--- config.mk ---
export PLATFORM = sky130hd
export DESIGN_NAME = uart_pkt_tx
export DESIGN_NICKNAME = d
export VERILOG_FILES = /design/src/rtl/uart_pkt_tx.sv
export SDC_FILE = /design/constraint.sdc
export NUM_CORES = 1
export LEC_CHECK = 0
export CORE_MARGIN = 10
export CORE_UTILIZATION = 30
export CTS_CLUSTER_SIZE = 10
export DETAILED_ROUTE_END_ITERATION = 7
export SETUP_SLACK_MARGIN = 0.05
export SYNTH_ARGS = -nofsm -noshare
export SYNTH_HDL_FRONTEND = slang
export SYNTH_SLANG_ARGS = --single-unit
--- constraint.sdc ---
create_clock -name clk -period 2.75 [get_ports clk]
set_input_delay 0.825 -clock clk [delete_from_list [all_inputs] [get_ports clk]]
set_output_delay 0.825 -clock clk [all_outputs]
set_load 0.005 [all_outputs]
--- src/rtl/uart_pkt_tx.sv ---
// Packet framer: buffers payload bytes in a FIFO, then emits SYNC, LEN, payload, CRC-8
// one byte at a time over the UART byte handshake.
module uart_pkt_tx #(
    parameter logic [7:0] SYNC  = 8'hA5,
    parameter int         DEPTH = 16,
    parameter int         AW    = 4
) (
    input  logic       clk,
    input  logic       rst,
    input  logic       wr_en,
    input  logic [7:0] wr_data,
    output logic       full,
    output logic       wr_drop,
    input  logic       send,
    output logic       busy,
    output logic       done,
    output logic [7:0] u_byte,
    output logic       u_transmit,
    input  logic       u_transmited
);

    localparam logic [AW:0]   CNT_ONE  = (AW+1)'(1);
    localparam logic [AW:0]   CNT_FULL = (AW+1)'(DEPTH);
    localparam logic [AW-1:0] PTR_ONE  = AW'(1);

    typedef enum logic [2:0] {
        S_IDLE,
        S_SYNC,
        S_LEN,
        S_DATA,
        S_CRC
    } state_t;

    state_t        state;
    logic [7:0]    mem [DEPTH];
    logic [AW-1:0] wr_ptr;
    logic [AW-1:0] rd_ptr;
    logic [AW:0]   count;
    logic [AW:0]   rem;
    logic [7:0]    crc;
    logic [7:0]    head;
    logic          wr_ok;
    logic          byte_ack;
    logic          pop;

    // CRC-8, poly 0x07, MSB first, one whole byte per call.
    function automatic logic [7:0] crc8_next(input logic [7:0] crc_in, input logic [7:0] data);
        logic [7:0] c;
        c = crc_in ^ data;
        for (int i = 0; i < 8; i++) begin
            c = c[7] ? ((c << 1) ^ 8'h07) : (c << 1);
        end
        return c;
    endfunction

    // A write racing a send in IDLE is dropped so the frame length stays the pre-write count.
    assign full     = (count == CNT_FULL);
    assign wr_ok    = wr_en && !busy && !full && !send;
    assign byte_ack = u_transmited && !u_transmit && (state != S_IDLE);
    assign pop      = byte_ack && ((state == S_LEN) || (state == S_DATA)) && (rem != '0);
    assign head     = mem[rd_ptr];

    always_ff @(posedge clk) begin
        if (wr_ok) begin
            mem[wr_ptr] <= wr_data;
        end
    end

    always_ff @(posedge clk or posedge rst) begin
        if (rst) begin
            wr_ptr  <= '0;
            rd_ptr  <= '0;
            count   <= '0;
            wr_drop <= 1'b0;
        end else begin
            wr_drop <= wr_en && !wr_ok;
            if (wr_ok) begin
                wr_ptr <= wr_ptr + PTR_ONE;
            end
            if (pop) begin
                rd_ptr <= rd_ptr + PTR_ONE;
            end
            if (wr_ok) begin
                count <= count + CNT_ONE;
            end else if (pop) begin
                count <= count - CNT_ONE;
            end
        end
    end

    // Loading u_byte with u_transmit=1 opens ISSUE; the following cycles are WAIT until acked.
    always_ff @(posedge clk or posedge rst) begin
        if (rst) begin
            state      <= S_IDLE;
            rem        <= '0;
            crc        <= '0;
            busy       <= 1'b0;
            done       <= 1'b0;
            u_byte     <= '0;
            u_transmit <= 1'b0;
        end else begin
            u_transmit <= 1'b0;
            done       <= 1'b0;
            unique case (state)
                S_IDLE: begin
                    if (send) begin
                        state      <= S_SYNC;
                        rem        <= count;
                        crc        <= '0;
                        busy       <= 1'b1;
                        u_byte     <= SYNC;
                        u_transmit <= 1'b1;
                    end
                end
                S_SYNC: begin
                    if (byte_ack) begin
                        state      <= S_LEN;
                        u_byte     <= 8'(rem);
                        crc        <= crc8_next(crc, 8'(rem));
                        u_transmit <= 1'b1;
                    end
                end
                S_LEN, S_DATA: begin
                    if (byte_ack) begin
                        u_transmit <= 1'b1;
                        if (rem == '0) begin
                            state  <= S_CRC;
                            u_byte <= crc;
                        end else begin
                            state  <= S_DATA;
                            u_byte <= head;
                            crc    <= crc8_next(crc, head);
                            rem    <= rem - CNT_ONE;
                        end
                    end
                end
                S_CRC: begin
                    if (byte_ack) begin
                        state <= S_IDLE;
                        busy  <= 1'b0;
                        done  <= 1'b1;
                    end
                end
                default: state <= S_IDLE;
            endcase
        end
    end

endmodule

* Word-level counts from Yosys, hierarchy flattened
Memories as Yosys holds them, arrays and structs flattened.
Cells that the tools add are included.
** Storage, ports and cells
- Bits in registers :: 41
- Latch bits :: 0
- Bits in writable memories :: 128
- Bits in read-only memories :: 0
- Input port bits :: 13
- Output and inout bits :: 13
- Word-level logic and storage cells :: 121
- Memories :: 1
** Memory list
- mem :: depth 16, width 8, rd ports 1, clocked after Yosys merged registers in 0, write ports 1, line 35 : logic [7:0] mem [DEPTH];
** Operators by class
- $add $sub $neg :: 5
- $mul :: 0
- Divide/modulo/power cells :: 0
- $lt $le $gt $ge :: 0
- Eq/ne operators :: 10
- Shifts and indexed selects :: 0
- Multiplexer cells :: 47
- Bitwise operators :: 18
- Reductions and logical operators :: 29
** Operators by type and width (number)
- 2-to-1 mux 8 bit :: 8
- 2-to-1 mux 3 bit :: 21
- inverter 3 bit :: 16
- case mux 8 bit (3 select lines) :: 2
- 2-to-1 mux 5 bit :: 5
- case mux 3 bit (4 select lines) :: 1
- AND reduction 4 bit :: 3
- inequality test 2 bit, second input constant :: 5
- case mux 5 bit (2 select lines) :: 1
- subtractor 5 x 1 -> 5 bit, second input constant :: 2
- adder 4 x 1 -> 4 bit, second input constant :: 2
- logical AND 1 bit :: 8
- XOR 8 x 5 -> 8 bit :: 1
- XOR 8 bit :: 1
- 2-to-1 mux 1 bit :: 7
- == test 3 x 2 -> 1 bit, second input constant :: 2
- nonzero test 2 bit :: 3
- nonzero test 3 bit :: 2
- adder 5 x 1 -> 5 bit, second input constant :: 1
- == test 5 bit, second input constant :: 1
- zero test 1 bit :: 5
- zero test 5 bit :: 1
- AND reduction 5 bit :: 1
- nonzero test 5 bit :: 1
- 8 further kinds :: 9

* Longest topological paths before layout
An unclocked memory read counts as a cell.
- Depth after elaboration :: 21
- Mapped depth :: 11
- Mapped depth without buffers :: 9

* Least setup slack after synthesis
No wires, ideal clock.
- Kind :: input -> register
- Start :: input port send
- End :: register count[4]
- Setup time :: 79 ps
- Arrival time :: 2740 ps
- Required time :: 2671 ps
- Setup slack :: -69 ps
- Stages on the path :: 7
- Path buffers :: 0
- Cell sequence :: nor4b_2 > inv_2 > fa_1 > a21o_1 > a21oi_1 > mux2i_1 > xor2_1
** On the way
- Word-level cells in the longest chain between the ends :: 3
- Elaborated cells on any way between the ends :: 4
- Those cells by class :: mux (1); reduce/logical (3)
** Ends and longest elaborated chain
- from (decl) :: line 14 : input logic send,
- zero test 1 bit * :: line 58 : assign wr_ok = wr_en && !busy && !full && !send;
- logical AND 1 bit * :: line 58
- 2-to-1 mux 5 bit or nonzero test 2 bit (tied branches)
- to (signal assigned) :: line 84 : count <= count + CNT_ONE;
- to (signal assigned) :: line 86 : count <= count - CNT_ONE;
- to (decl) :: line 38 : logic [AW:0] count;
Every way passes the cells marked *; elsewhere a longest branch is shown, timed or not.
A chain may end at the register's enable or synchronous reset.

* Worst setup path in the final report
- Start :: register rd_ptr[0]
- End :: register crc[5]
** On the way
- Word-level cells in the longest chain between the ends :: 10
** Ends and longest elaborated chain
- from (decl) :: line 37 : logic [AW-1:0] rd_ptr;
- from (signal assigned) :: line 81 : rd_ptr <= rd_ptr + PTR_ONE;
- memory (16 x 8 bit) *
- XOR 8 bit * :: line 49 : c = crc_in ^ data;
- 2-to-1 mux 3 bit :: line 51 : c = c[7] ? ((c << 1) ^ 8'h07) : (c << 1);
- inverter 3 bit (no source line)
- 2-to-1 mux 3 bit :: line 51
- inverter 3 bit (no source line)
- 2-to-1 mux 3 bit * :: line 51
- 2-to-1 mux 8 bit * :: line 126 : if (rem == '0) begin
- 2-to-1 mux 8 bit * :: line 124 : if (byte_ack) begin
- case mux 8 bit (3 select lines) * :: line 104 : unique case (state)
- to (signal assigned) :: line 119 : crc <= crc8_next(crc, 8'(rem));
- to (signal assigned) :: line 132 : crc <= crc8_next(crc, head);
- to (decl) :: line 40 : logic [7:0] crc;
Every way passes the cells marked *; elsewhere a longest branch is shown, timed or not. The select of a mux whose other input is x is not followed.

==> impl_metrics.env <==
export IMPL_grt_max_degree=27
export IMPL_min_path_type="flop to flop"
export IMPL_period_share=0.974
export IMPL_synth_ff_type="edfxtp_1"
export IMPL_layout_common_cells="edfxtp_1 (128), buf_4 (70), nand2_1 (37), dfrtp_1 (37), nor2_1 (35)"
export IMPL_firstDrtPassIters=5
export IMPL_synth_edff_count=128
export IMPL_final_common_cell="edfxtp_1"
export IMPL_max_slew_margin=0.527
export IMPL_syn_num_nets=503
export IMPL_ys_async_sr_fraction=0.243
export IMPL_grt_pass1_vias=4606
export IMPL_startpoint_type="flop"
export IMPL_grt_ovfl_total=0
export IMPL_drtIter0Drc=279
export IMPL_skew_ns=0.0123
export IMPL_path_class="flop to flop"
export IMPL_drv_cap=0
export IMPL_hold_start="u_byte[5]"
export IMPL_setup_viol=0
export IMPL_grtUsageTotal=0.109
export IMPL_core_rowCount=57
export IMPL_dieArea_um2=31900
export IMPL_nets=601
export IMPL_place_area_um2=8590
export IMPL_antenna_found_initial=0
export IMPL_crit_fanout=6
export IMPL_fin_crit_ns=2.68
export IMPL_reg2reg_slack_ns=0.07
export IMPL_tritoncts="done"
export IMPL_avgRoutedWirePerCell_um=18.5
export IMPL_place_hpwl_um=11600
export IMPL_max_freq_mhz=373
export IMPL_place_congestion=0.825
export IMPL_ff2ff_path_depth=8
export IMPL_synth_warnings=0
export IMPL_h_tree_depth=4
export IMPL_vias=4396
export IMPL_seqPwrFrac=0.289
export IMPL_power_switching_uw=4130
export IMPL_area_growth_pct=25.7
export IMPL_core_area_um2=24500
export IMPL_yosysUniqueCellTypes=51
export IMPL_cts_sinks=169
export IMPL_root_buffer="clkbuf_16"
export IMPL_netlist_instances=479
export IMPL_r2r_start="rd_ptr[0]"
export IMPL_power_density_nw_per_um2=1250
export IMPL_synth_seq_area_share=0.646
export IMPL_fin_cells=914
export IMPL_grt_pass1_wl_um=26600
export IMPL_start_util=0.307
export IMPL_ir_worst_vdd_uv=856
export IMPL_antenna_cells=0
export IMPL_arrival_ns=2.99
export IMPL_cts_clk_slew_worst_paths_ns=0.07
export IMPL_drc=0
export IMPL_cp_required_ns=3.06
export IMPL_status="completed"
export IMPL_io_pins=26
export IMPL_combPwrFrac=0.498
export IMPL_viasPerCell=4.81
export IMPL_synth_avg_cell_area_um2=15.7
export IMPL_p_clk_frac=0.213
export IMPL_synth_seq_cells=169
export IMPL_die_w_um=178
export IMPL_finalMaxSlewViolations=0
export IMPL_port_buffers=25
export IMPL_dieHeight_um=178
export IMPL_synth_area_um2=7530
export IMPL_min_to="u_byte[5]"
export IMPL_clk_latency_ns=0.43
export IMPL_intPower_uw=7700
export IMPL_leakage_uw=0.00345
export IMPL_power_share_switching=0.349
export IMPL_final_cell_area_um2=9470
export IMPL_cts_inserted_buffers=17
export IMPL_end_kind="flop"
export IMPL_drive_above_1_share=0.292
export IMPL_rsz0062_at_grt="true"
export IMPL_routed_wl_um=16900
export IMPL_ant_nets=0
export IMPL_hold_violations=0
export IMPL_dp_cells=869
export IMPL_cts_max_path_buffers=2
export IMPL_tightest_slew_ns=0.706
export IMPL_reg2reg_to="crc[5]"
export IMPL_hold_depth=1
==> cells by family (layout without fill, tap and decap cells) <==
| group | after synthesis | after routing | synth area share |
|---|---|---|---|
| xor+xnor | 47 | 47 | 0.0633 |
| buf+inv | 32 | 143 | 0.0242 |
| simple gates | 112 | 112 | 0.0683 |
| flops | 169 | 169 | 0.646 |
| fa+ha+maj | 11 | 11 | 0.0193 |
| compound gates | 58 | 58 | 0.0490 |
| mux | 50 | 50 | 0.130 |
==> registers in the layout, summed over array words and instances, names as in the netlist <==
register,flops
wr_drop,1
count,5
crc,8
u_byte,8
busy,1
state,3
done,1
u_transmit,1
rem,5
mem,128
rd_ptr,4
wr_ptr,4
==> synthesized netlist by cell type, types with 2 or more instances <==
cell type / n / area (um2)
a221o_1: 3 / 30.0
ha_1: 10 / 125
xnor2_2: 5 / 81.3
buf_2: 2 / 10.0
a22o_1: 3 / 26.3
o21ai_1: 12 / 60.1
edfxtp_1: 128 / 3840
buf_8: 3 / 45.0
nand2_1: 37 / 139
a21o_1: 4 / 30.0
nand4_1: 2 / 12.5
a22oi_1: 4 / 30.0
mux4_2: 30 / 676
clkbuf_1: 12 / 45.0
xor2_1: 10 / 87.6
xnor2_1: 30 / 263
nor2_1: 35 / 131
a211o_1: 2 / 17.5
mux2_1: 3 / 33.8
mux2i_1: 11 / 110
nand3_1: 7 / 35.0
mux4_1: 6 / 158
nand2b_1: 6 / 37.5
o21a_1: 2 / 15.0
a21boi_0: 2 / 15.0
buf_4: 4 / 30.0
nor4_1: 2 / 12.5
o22ai_1: 2 / 12.5
o21ai_0: 10 / 50.1
a21oi_1: 10 / 50.1
buf_1: 2 / 7.51
dfrtp_1: 41 / 1030
xnor3_1: 2 / 45.0
nor2b_1: 5 / 31.3
inv_2: 2 / 7.51
nor3_1: 10 / 50.1
nor3b_1: 2 / 15.0
inv_1: 5 / 18.8
==> cell type report <==
cell class | instances | area (um2)
Clock buffer | 17 | 425
Clock inverter | 15 | 210
Fill cell | 2265 | 15100
Inverter | 7 | 26.3
Multi-Input combinational cell | 278 | 2620
Sequential cell | 169 | 4870
Tap cell | 324 | 405
Timing Repair Buffer | 104 | 913
==> metal layers <==
metal,vias up,share of wire,GRT usage
met5,-,0,0
met2,103,0.50,0.183
met3,18,0.045,0.0247
met1,2270,0.44,0.140
li1,2005,-,-
met4,0,0.011,0.0258
==> power groups by stage <==
stage | clock network, uW | registers, uW | logic (uW)
2_1_floorplan | 0 | 3230 | 3720
3_3_place_gp | 0 | 3440 | 5070
3_5_place_dp | 0 | 3450 | 5140
4_1_cts | 2560 | 3410 | 5450
5_1_grt | 2690 | 3460 | 6390
6_report | 2520 | 3420 | 5890
==> how the worst max path moves through the flow <==
stage	cells past startpoint	slack, ns	from	end
detailed placement	8	-0.19	send	count[4]
floorplan	7	0.14	send	count[4]
finish	8	0.07	rd_ptr[0]	crc[5]
CTS	8	0.005	rd_ptr[0]	crc[7]
global placement	8	-0.13	send	count[4]
global route	8	-0.03	rd_ptr[0]	crc[5]
==> timing repair <==
action | 4_1_cts | 5_1_grt
cloned | 0 | 0
hold buffers | 0 | 0
resized for setup | 10 | 26
pin swaps | 2 | 10
setup endpoints to repair | 9 | 9
setup buffers | 4 | 10
==> critical path, stage by stage (launching register included) <==
cell and delay [ns]:
dfrtp_2 0.40, buf_6 0.14, buf_8 0.14, mux4_2 0.51, mux4_2 0.57, xnor2_4 0.18, xnor2_2 0.17, xor2_1 0.17
a211o_1 0.29
==> per-stage QoR <==
step / utilization / total power [uW] / hold WS (ns) / worst slack [ns] / setup TNS (ns)
2_1_floorplan: - / 6950 / 0.455 / 0.142 / 0
3_3_place_gp: 0.350 / 8510 / 0.470 / -0.133 / -0.164
3_5_place_dp: 0.350 / 8600 / 0.482 / -0.189 / -0.586
4_1_cts: 0.379 / 11400 / 0.498 / 0.00467 / 0
5_1_grt: 0.386 / 12500 / 0.528 / -0.0292 / -0.0729
6_report: 0.386 / 11800 / 0.489 / 0.0702 / 0
(Power assumes the default switching activity.)
